`src/rtl/l2_line_fill_sequencer_pkg.sv`:
```
// Shared types for the L2 line fill sequencer: line operations, sequencer
// states and the memory-port LOAD/STORE encoding.
package torrence_params;

    typedef enum logic [0:0] {
        LINE_FILL      = 1'b0,
        LINE_WRITEBACK = 1'b1
    } line_op_e;

    typedef enum logic [1:0] {
        ST_IDLE  = 2'b00,
        ST_ISSUE = 2'b01,
        ST_GAP   = 2'b10,
        ST_DONE  = 2'b11
    } line_seq_state_e;

    typedef enum logic [0:0] {
        LOAD  = 1'b0,
        STORE = 1'b1
    } mem_op_e;

    function automatic mem_op_e line_op_to_mem_op(input line_op_e op);
        mem_op_e result;
        if (op == LINE_WRITEBACK) begin
            result = STORE;
        end else begin
            result = LOAD;
        end
        return result;
    endfunction

endpackage

```
`src/rtl/l2_line_fill_sequencer_if.sv`:
```
// Word-wide main-memory port: the requester holds a transaction until the
// responder signals req_fulfilled in the same cycle.
interface memory_if
    import torrence_params::*;
#(
    parameter int XLEN = 32
) ();
    logic            req_valid;
    logic [XLEN-1:0] req_address;
    mem_op_e         req_operation;
    logic [XLEN-1:0] req_store_word;
    logic            req_fulfilled;
    logic [XLEN-1:0] req_loaded_word;

    modport requester (
        output req_valid, req_address, req_operation, req_store_word,
        input  req_fulfilled, req_loaded_word
    );

    modport responder (
        input  req_valid, req_address, req_operation, req_store_word,
        output req_fulfilled, req_loaded_word
    );
endinterface

```
`src/rtl/l2_line_fill_sequencer_counter.sv`:
```
// Word position within a line: loads a start index and word count, advances
// with wrap-around and flags the last remaining word.
module line_word_counter #(
    parameter int WORDS_PER_LINE = 4,
    parameter int IDX_W          = 2
) (
    input  logic             clk,
    input  logic             reset,
    input  logic             load,
    input  logic [IDX_W-1:0] start_index,
    input  logic             advance,
    output logic [IDX_W-1:0] cur_index,
    output logic             last_word
);
    localparam int CNT_W = IDX_W + 1;

    logic [IDX_W-1:0] cur_index_q, cur_index_d;
    logic [CNT_W-1:0] words_left_q, words_left_d;

    // Index wraps naturally because the line size is a power of two.
    always_comb begin
        cur_index_d  = cur_index_q;
        words_left_d = words_left_q;
        if (load) begin
            cur_index_d  = start_index;
            words_left_d = CNT_W'(WORDS_PER_LINE);
        end else if (advance) begin
            cur_index_d  = cur_index_q + IDX_W'(1);
            words_left_d = words_left_q - CNT_W'(1);
        end else begin
            cur_index_d  = cur_index_q;
            words_left_d = words_left_q;
        end
    end

    // Counter state registers.
    always_ff @(posedge clk) begin
        if (reset) begin
            cur_index_q  <= '0;
            words_left_q <= '0;
        end else begin
            cur_index_q  <= cur_index_d;
            words_left_q <= words_left_d;
        end
    end

    assign cur_index = cur_index_q;
    assign last_word = (words_left_q == CNT_W'(1));
endmodule

```
`src/rtl/l2_line_fill_sequencer.sv`:
```
// Splits an L2 line fill/writeback into single-word memory transactions.
// Optional L2_CRITICAL_WORD_FIRST_EN starts fills at the requested word.
module l2_line_fill_sequencer
    import torrence_params::*;
#(
    parameter int XLEN           = 32,
    parameter int WORDS_PER_LINE = 4,
    localparam int IDX_W         = $clog2(WORDS_PER_LINE),
    localparam int OFF_W         = $clog2(XLEN / 8)
) (
    input  logic               clk,
    input  logic               reset,
    input  logic               line_req_valid,
    input  line_op_e           line_req_op,
    input  logic [XLEN-1:0]    line_req_address,
    output logic               line_req_ready,
    output logic [IDX_W-1:0]   wb_word_index,
    input  logic [XLEN-1:0]    wb_word,
    output logic               fill_word_valid,
    output logic [IDX_W-1:0]   fill_word_index,
    output logic [XLEN-1:0]    fill_word,
    output logic               line_done,
    memory_if.requester        mem_if
);
    localparam int LOW_W = IDX_W + OFF_W;
    localparam int TAG_W = XLEN - LOW_W;

    line_seq_state_e  state_q, state_d;
    line_op_e         op_q, op_d;
    logic [TAG_W-1:0] tag_q, tag_d;
    logic             fill_word_valid_q, fill_word_valid_d;
    logic [IDX_W-1:0] fill_word_index_q, fill_word_index_d;
    logic [XLEN-1:0]  fill_word_q, fill_word_d;

    logic             ctr_load_s;
    logic             ctr_advance_s;
    logic [IDX_W-1:0] start_index_s;
    logic [IDX_W-1:0] cur_index_s;
    logic             last_word_s;
    logic             unused_addr_bits_s;

    // Byte offset (and word offset without critical-word-first) carries no meaning here.
    assign unused_addr_bits_s = ^line_req_address[LOW_W-1:0];

    line_word_counter #(
        .WORDS_PER_LINE (WORDS_PER_LINE),
        .IDX_W          (IDX_W)
    ) u_counter (
        .clk         (clk),
        .reset       (reset),
        .load        (ctr_load_s),
        .start_index (start_index_s),
        .advance     (ctr_advance_s),
        .cur_index   (cur_index_s),
        .last_word   (last_word_s)
    );

    // First word of the line; writebacks always start at word 0.
    always_comb begin
`ifdef L2_CRITICAL_WORD_FIRST_EN
        if (line_req_op == LINE_FILL) begin
            start_index_s = line_req_address[OFF_W +: IDX_W];
        end else begin
            start_index_s = '0;
        end
`else
        start_index_s = '0;
`endif
    end

    // Next-state and datapath update.
    always_comb begin
        state_d           = state_q;
        op_d              = op_q;
        tag_d             = tag_q;
        ctr_load_s        = 1'b0;
        ctr_advance_s     = 1'b0;
        fill_word_valid_d = 1'b0;
        fill_word_index_d = fill_word_index_q;
        fill_word_d       = fill_word_q;
        case (state_q)
            ST_IDLE: begin
                if (line_req_valid) begin
                    state_d    = ST_ISSUE;
                    op_d       = line_req_op;
                    tag_d      = line_req_address[XLEN-1:LOW_W];
                    ctr_load_s = 1'b1;
                end else begin
                    state_d = ST_IDLE;
                end
            end
            ST_ISSUE: begin
                if (mem_if.req_fulfilled) begin
                    ctr_advance_s = 1'b1;
                    if (op_q == LINE_FILL) begin
                        fill_word_valid_d = 1'b1;
                        fill_word_index_d = cur_index_s;
                        fill_word_d       = mem_if.req_loaded_word;
                    end else begin
                        fill_word_valid_d = 1'b0;
                    end
                    state_d = last_word_s ? ST_DONE : ST_GAP;
                end else begin
                    state_d = ST_ISSUE;
                end
            end
            ST_GAP:  state_d = ST_ISSUE;
            ST_DONE: state_d = ST_IDLE;
            default: state_d = ST_IDLE;
        endcase
    end

    // State-decoded handshake outputs and the memory transaction fields.
    always_comb begin
        line_req_ready   = 1'b0;
        mem_if.req_valid = 1'b0;
        line_done        = 1'b0;
        case (state_q)
            ST_IDLE:  line_req_ready   = 1'b1;
            ST_ISSUE: mem_if.req_valid = 1'b1;
            ST_GAP:   line_req_ready   = 1'b0;
            ST_DONE:  line_done        = 1'b1;
            default: begin
                line_req_ready   = 1'bx;
                mem_if.req_valid = 1'bx;
                line_done        = 1'bx;
            end
        endcase
        mem_if.req_address   = {tag_q, cur_index_s, {OFF_W{1'b0}}};
        mem_if.req_operation = line_op_to_mem_op(op_q);
        if (op_q == LINE_WRITEBACK) begin
            mem_if.req_store_word = wb_word;
        end else begin
            mem_if.req_store_word = '0;
        end
    end

    // Sequencer registers.
    always_ff @(posedge clk) begin
        if (reset) begin
            state_q           <= ST_IDLE;
            op_q              <= LINE_FILL;
            tag_q             <= '0;
            fill_word_valid_q <= 1'b0;
            fill_word_index_q <= '0;
            fill_word_q       <= '0;
        end else begin
            state_q           <= state_d;
            op_q              <= op_d;
            tag_q             <= tag_d;
            fill_word_valid_q <= fill_word_valid_d;
            fill_word_index_q <= fill_word_index_d;
            fill_word_q       <= fill_word_d;
        end
    end

    assign wb_word_index   = cur_index_s;
    assign fill_word_valid = fill_word_valid_q;
    assign fill_word_index = fill_word_index_q;
    assign fill_word       = fill_word_q;
endmodule

```
`src/flat_wrapper.sv`:
```
// flat-port wrapper written by rule: the top's interface ports become plain ports
module l2_line_fill_sequencer_flat import torrence_params::*;
#(
    parameter int XLEN           = 32,
    parameter int WORDS_PER_LINE = 4,
    localparam int IDX_W         = $clog2(WORDS_PER_LINE),
    localparam int OFF_W         = $clog2(XLEN / 8)
)
  (clk, reset, line_req_valid, line_req_op, line_req_address, line_req_ready, wb_word_index, wb_word, fill_word_valid, fill_word_index, fill_word, line_done, mem_if_req_valid, mem_if_req_address, mem_if_req_operation, mem_if_req_store_word, mem_if_req_fulfilled, mem_if_req_loaded_word);
  memory_if #(.XLEN(XLEN)) mem_if_i ();
  input  logic clk;
  input  logic reset;
  input  logic line_req_valid;
  input  line_op_e line_req_op;
  input  logic [XLEN-1:0] line_req_address;
  output logic line_req_ready;
  output logic [IDX_W-1:0] wb_word_index;
  input  logic [XLEN-1:0] wb_word;
  output logic fill_word_valid;
  output logic [IDX_W-1:0] fill_word_index;
  output logic [XLEN-1:0] fill_word;
  output logic line_done;
  output wire logic [$bits(mem_if_i.req_valid)-1:0] mem_if_req_valid;
  output wire logic [$bits(mem_if_i.req_address)-1:0] mem_if_req_address;
  output wire logic [$bits(mem_if_i.req_operation)-1:0] mem_if_req_operation;
  output wire logic [$bits(mem_if_i.req_store_word)-1:0] mem_if_req_store_word;
  input wire logic [$bits(mem_if_i.req_fulfilled)-1:0] mem_if_req_fulfilled;
  input wire logic [$bits(mem_if_i.req_loaded_word)-1:0] mem_if_req_loaded_word;
  assign mem_if_req_valid = mem_if_i.req_valid;
  assign mem_if_req_address = mem_if_i.req_address;
  assign mem_if_req_operation = mem_if_i.req_operation;
  assign mem_if_req_store_word = mem_if_i.req_store_word;
  assign mem_if_i.req_fulfilled = mem_if_req_fulfilled;
  assign mem_if_i.req_loaded_word = mem_if_req_loaded_word;
  l2_line_fill_sequencer #(.XLEN(XLEN), .WORDS_PER_LINE(WORDS_PER_LINE)) u_core (.clk(clk), .reset(reset), .line_req_valid(line_req_valid), .line_req_op(line_req_op), .line_req_address(line_req_address), .line_req_ready(line_req_ready), .wb_word_index(wb_word_index), .wb_word(wb_word), .fill_word_valid(fill_word_valid), .fill_word_index(fill_word_index), .fill_word(fill_word), .line_done(line_done), .mem_if(mem_if_i));
endmodule
```
`config.mk`:
```
export PLATFORM = sky130hd
export DESIGN_NAME = l2_line_fill_sequencer_flat
export DESIGN_NICKNAME = d
export VERILOG_FILES = /design/src/rtl/l2_line_fill_sequencer_pkg.sv /design/src/rtl/l2_line_fill_sequencer_if.sv /design/src/rtl/l2_line_fill_sequencer_counter.sv /design/src/rtl/l2_line_fill_sequencer.sv /design/src/flat_wrapper.sv
export SDC_FILE = /design/constraint.sdc
export NUM_CORES = 1
export LEC_CHECK = 0
export BUFFER_PORTS_ARGS = -buffer_cell sky130_fd_sc_hd__buf_2
export CORE_UTILIZATION = 35
export DETAILED_ROUTE_END_ITERATION = 8
export PLACE_DENSITY = 0.7
export SYNTH_ARGS = -nofsm -noshare
export SYNTH_HDL_FRONTEND = slang
export SYNTH_SLANG_ARGS = --single-unit
```
`constraint.sdc`:
```
create_clock -name clk -period 1.6 [get_ports clk]
set_clock_uncertainty 0.2 [all_clocks]
set_input_delay 0.08 -clock clk [delete_from_list [all_inputs] [get_ports clk]]
set_output_delay 0.08 -clock clk [all_outputs]
set_load 0.03 [all_outputs]
```
Word level (Yosys, flattened, before mapping) --
Index checks and enable logic that the tools add are counted.
Word-level totals: bits of input ports 101, output and inout port bits 105, logic and storage cells 40, flip-flop bits (word level) 71
Cells by class: reductions and logical operators 6, multiplexer cells 16, eq/ne operators 4, bitwise gates (word level) 3, $add $sub $neg 2
Operators by type and width (count):
- 32-bit 2-to-1 mux | 1
- 1-bit 2-to-1 mux | 11
- 2-bit case mux with 4 select lines | 1
- 3-bit 2-to-1 mux | 2
- 2-bit == test, second input constant | 2
- 3-bit by 1-bit == test with 1-bit output, second input constant | 1
- 1-bit inverter | 3
- 3-bit AND reduction | 1
- 3-bit OR reduction | 1
- 3-bit by 1-bit subtractor with 3-bit output, second input constant | 1
- 2-bit by 1-bit adder with 2-bit output, second input constant | 1
- 2-bit by 1-bit == test with 1-bit output, second input constant | 1
- 2-bit logical NOT | 1
- 2-bit 2-to-1 mux | 1
- 2-bit AND reduction | 1
- 2-bit nonzero test | 1
- 2-bit OR reduction | 1

Logic depth before layout (Yosys ltp) --
word-level depth 4, depth in mapped cells 6, depth with buffers taken out 5

By module --
A second synthesis with hierarchy kept.
Unflattened totals: cells, all modules 357, area total of the unflattened synthesis 2859.0 um^2
Modules (own cells, without submodules):
- l2_line_fill_sequencer | cells an instance 330, instances 1, seq. area each 1321.3 um^2, area each 2582.5 um^2
- line_word_counter | cells an instance 27, instances 1, seq. area each 100.1 um^2, area each 276.5 um^2

Worst setup path before layout --
Ideal clock, no wire load.
path kind register to register, start point register u_core.op_q, end point register u_core.fill_word_q[3] (netlist: u_core.fill_word[3]), library setup time 0.071 ns, arrival time 1.259 ns, stages on the path, launching flop included 6, required time 1.329 ns, clock period less this slack 1.530 ns, slack 0.070 ns, buffers on the path 2, cells stage by stage dfxtp_1 > nand4bb_1 > buf_2 > buf_2 > nand2_1 > a21oi_1
Between the ends: cells in the longest elaborated chain, start to end 2
Ends and longest elaborated chain:
- start: declaration | RTL line l2_line_fill_sequencer.sv:29 | line_op_e op_q, op_d;
- start signal: assignment | RTL line l2_line_fill_sequencer.sv:149 | op_q <= op_d;
- 1-bit inverter (no source line)
- 3-bit AND reduction (no source line)
- end signal: assignment | RTL line l2_line_fill_sequencer.sv:153 | fill_word_q <= fill_word_d;
- end: declaration | RTL line l2_line_fill_sequencer.sv:33 | logic [XLEN-1:0] fill_word_q, fill_word_d;
Every way passes these cells. A chain may end at the register's enable or synchronous reset.

Worst setup path in the final report --
start point register u_core.state_q[1], end point output mem_if_req_valid
Between the ends: cells in the longest elaborated chain, start to end 2
Ends and longest elaborated chain:
- start: declaration | RTL line l2_line_fill_sequencer.sv:28 | line_seq_state_e state_q, state_d;
- start signal: assignment | RTL line l2_line_fill_sequencer.sv:148 | state_q <= state_d;
- 2-bit by 1-bit == test with 1-bit output | RTL line l2_line_fill_sequencer.sv:118 | case (state_q)
- 1-bit 2-to-1 mux | RTL line l2_line_fill_sequencer.sv:118
- end: declaration | RTL line flat_wrapper.sv:23 | output wire logic [$bits(mem_if_i.req_valid)-1:0] mem_if_req_valid;
Every way passes these cells.

==> flow_metrics.py <==
metrics = {
    "outcome": {
        "status": "finished clean",
    },
    "finish": {
        "n_antenna_cell": 0,
        "seqCellArea_um2": 1430,
        "fin_cells": 686,
        "area_delta_synth_final_pct": 65.3,
        "layout-drive-gt1-share": 0.397,
        "multi_input_area_um2": 1260,
        "num-fill-cells": 652,
        "nNetsFinal": 682,
        "final_core_util": 0.609,
    },
    "grt": {
        "antenna_found_initial": 0,
        "gr-usage-all-layers": 0.188,
        "grt_pass1_wl_um": 12900,
        "grt_overflow": 0,
        "grt_max_degree": 72,
        "grt_pass1_vias": 2828,
    },
    "die": {
        "rows": 32,
        "die_h_um": 93.1,
        "dieWidth_um": 93.1,
        "io_pins": 206,
        "core_area_um2": 7890,
        "start_util": 0.368,
        "dieArea_um2": 8670,
    },
    "cts": {
        "clock_sinks": 71,
        "cts_htree_levels": 3,
        "clk_path_buf_depth": 2,
        "cts_root_buffer": "clkbuf_8",
        "clkLatencyLatePin_ns": 0.33,
        "cts_inserted_buffers": 9,
        "clkSlewWorstSetupHoldPaths_ns": 0.07,
        "cts_tree": "done",
    },
    "worst_setup_path": {
        "r2r.worst_path.cells": 4,
        "reg2reg_from": "u_core.state_q[1]",
        "cp_max_fo": 7,
        "path_buf_inv": 2,
        "worstSetupEndpointType": "primary output",
        "critPathTopFamily": "flip-flops",
        "path_cells": "buf_4, and2b_2, buf_2",
        "timing.reg2reg.setup_slack_ns": 0.09,
        "cp.arrival_ns": 1.25,
        "slowest_delay_ns": 0.38,
        "startpoint_type": "flop",
        "r2r-end": "u_core.tag_q[23]",
        "required_ns": 1.32,
        "cp_slowest_cell": "dfxtp_2",
        "path_class": "flop to primary output",
    },
    "sta": {
        "setup_viol": 0,
        "fmax_mhz": 654,
        "timing.final.crit_share": 0.956,
        "period_needed_ns": 1.53,
        "grt_setup_unrepaired": "no",
        "maxSlewViolCount": 0,
        "holdWs_ns": 0.251,
        "finalSetupTns_ns": 0,
        "finalHoldViolCount": 0,
    },
    "synth": {
        "synth_area_um2": 2910,
        "yosysWarningCount": 0,
        "synth-main-ff-cell": "dfxtp_1",
        "synth_compound_area_frac": 0.0659,
        "syn_inst": 323,
        "synth_fa_ha_area_frac": 0.00861,
        "yosys.area_share.xor_xnor": 0.0121,
        "yosys.cell_types.count": 29,
        "synth_async_sr_flop_share": 0,
        "muxShareOfSynthArea": 0.104,
        "synth_top_family_by_area": "simple AND/OR/NAND/NOR gates",
        "synth_seq_cells": 71,
        "synthSimpleGateAreaFrac": 0.238,
        "syn_area_per_cell_um2": 9.00,
        "synth-seq-area-share": 0.489,
        "synth_edf_count": 0,
    },
    "power_and_ir_drop": {
        "p_total_mw": 4.44,
        "leakagePower_nw": 2.40,
        "power_density_nw_per_um2": 925,
        "ir_worst_vdd_uv": 612,
    },
    "detailed_routing": {
        "drt_pre_antenna_iters": 4,
        "routed_wl_um": 8210,
        "wl_per_cell_um": 12.0,
        "drt_iter0_markers": 99,
        "ant_nets": 0,
        "vias": 3010,
        "route.detailed.drc": 0,
        "via_per_inst": 4.39,
    },
    "placement": {
        "numPortBuffers": 199,
        "hpwlAfterDp_um": 5150,
        "dp.cells": 606,
        "gp_congestion": 0.699,
    },
    "worst_hold_path": {
        "min_to": "u_core.fill_word[27]",
        "hold_class": "flop to flop",
        "min-delay-start": "u_core.fill_word[27]",
        "hold_path_depth": 2,
    },
    "run": {
        "max-cap-violations": 0,
    },
}
-- per-layer routing --
metal  track usage  vias to the layer above  wire length (um)  share of wire
met1         0.211                     1345              3490           0.42
li1              -                     1542                 -              -
met3        0.0553                       10               537          0.065
met2         0.338                      113              4070           0.50
met4        0.0654                        0               112          0.014
met5             0                        -                 0              0
-- layout by cell type, fill, tap and decap left out --
cell type	synthesis	layout
nand2b_1	1	1
a21o_2	1	1
clkbuf_8	0	9
xor2_1	3	3
xnor2_1	1	1
mux2i_1	29	29
ha_1	2	2
nor3b_4	0	1
a211oi_1	1	1
and2b_2	1	1
nand2_1	68	68
inv_1	3	3
buf_8	0	1
clkinv_2	0	1
bufinv_16	0	2
and4bb_1	1	1
buf_4	5	5
conb_1	1	2
mux2_2	1	1
nor3_1	5	5
nand3b_1	1	1
buf_12	3	4
a21oi_1	35	35
dlygate4sd3_1	0	64
and2_2	1	1
dfxtp_2	0	3
nor3_2	1	1
dfxtp_1	71	68
and2_1	32	32
nand4b_1	2	2
nor2_1	31	31
clkbuf_1	11	2
clkinv_4	0	2
buf_2	4	199
nand4bb_1	1	1
-- kinds of logic (layout without fill, tap and decap cells) --
group | count (synthesis) | in the layout
AO/OA/AOI/OAI | 37 | 37
XOR/XNOR | 4 | 4
AND/OR/NAND/NOR | 146 | 146
adder cells (fa/ha/maj) | 2 | 2
multiplexers | 30 | 30
buffers and inverters | 32 | 292
flip-flops | 71 | 71
other | 1 | 2
-- how the worst max path moves through the flow --
stage / startpoint / endpoint / slack [ns] / cells after the start
after global routing: line_req_valid / u_core.tag_q[22] / 0.001 / 6
after detailed placement: u_core.state_q[1] / u_core.tag_q[23] / 0.11 / 4
after global placement: u_core.state_q[1] / u_core.tag_q[19] / 0.13 / 4
final: u_core.state_q[1] / mem_if_req_valid / 0.07 / 3
after floorplan: u_core.op_q / u_core.fill_word[3] / 0.07 / 5
after CTS: u_core.op_q / mem_if_req_store_word[11] / 0.004 / 3
-- sequential cells by signal, indices dropped and copies added (netlist names) --
name	flops
u_core.fill_word_index	2
u_core.state_q	2
u_core.tag_q	28
u_core.u_counter.cur_index	2
u_core.fill_word	32
u_core.op_q	1
u_core.u_counter.words_left_q	3
u_core.fill_word_valid	1
-- tightest hold or removal path, delay by kind of cell (launching register included) --
kind               cells  cell delay [ns]
AOI/OAI and AO/OA      1             0.05
DFF                    1             0.31
and+or+nand+nor        1             0.05
-- what timing repair did --
item,in CTS,in global routing
setup buffers,0,0
resized for setup,3,2
hold endpoints to repair,64,0
hold buffers,64,0
endpoints found under the setup margin,33,33
-- cell usage after synthesis (2+ instances only) --
master     n  share of area
a21oi_1   35          0.060
and2_1    32          0.069
buf_12     3          0.021
buf_2      4         0.0069
buf_4      5          0.013
buf_6      6          0.023
clkbuf_1  11          0.014
dfxtp_1   71           0.49
ha_1       2         0.0086
inv_1      3         0.0039
mux2i_1   29           0.10
nand2_1   68          0.088
nand4b_1   2         0.0060
nor2_1    31          0.040
nor3_1     5         0.0086
xor2_1     3         0.0090
-- per-stage QoR --
| step | instance area, um^2 | setup slack (ns) |
|---|---|---|
| finish | 4800 | 0.0701 |
| global route | 4800 | 0.00128 |
| CTS | 4800 | 0.00421 |
| detailed placement | 3940 | 0.110 |
| global placement | 3940 | 0.129 |
| floorplan | 2910 | 0.0699 |
-- final cells by class --
cell class,count,share of cell area
Clock buffer,11,0.0273
Clock inverter,5,0.0172
Inverter,3,0.00234
Multi-Input combinational cell,221,0.262
Sequential cell,71,0.297
Tap cell,102,0.0266
Timing Repair Buffer,273,0.368
-- power breakdown --
group	leakage (nW)	internal [mW]	total, mW	switching [mW]
Sequential	0.581	1.86	1.92	0.0524
Combinational	1.72	0.431	0.986	0.555
Clock	0.107	0.882	1.54	0.658
Note: power is estimated with default switching activity, not from simulation.
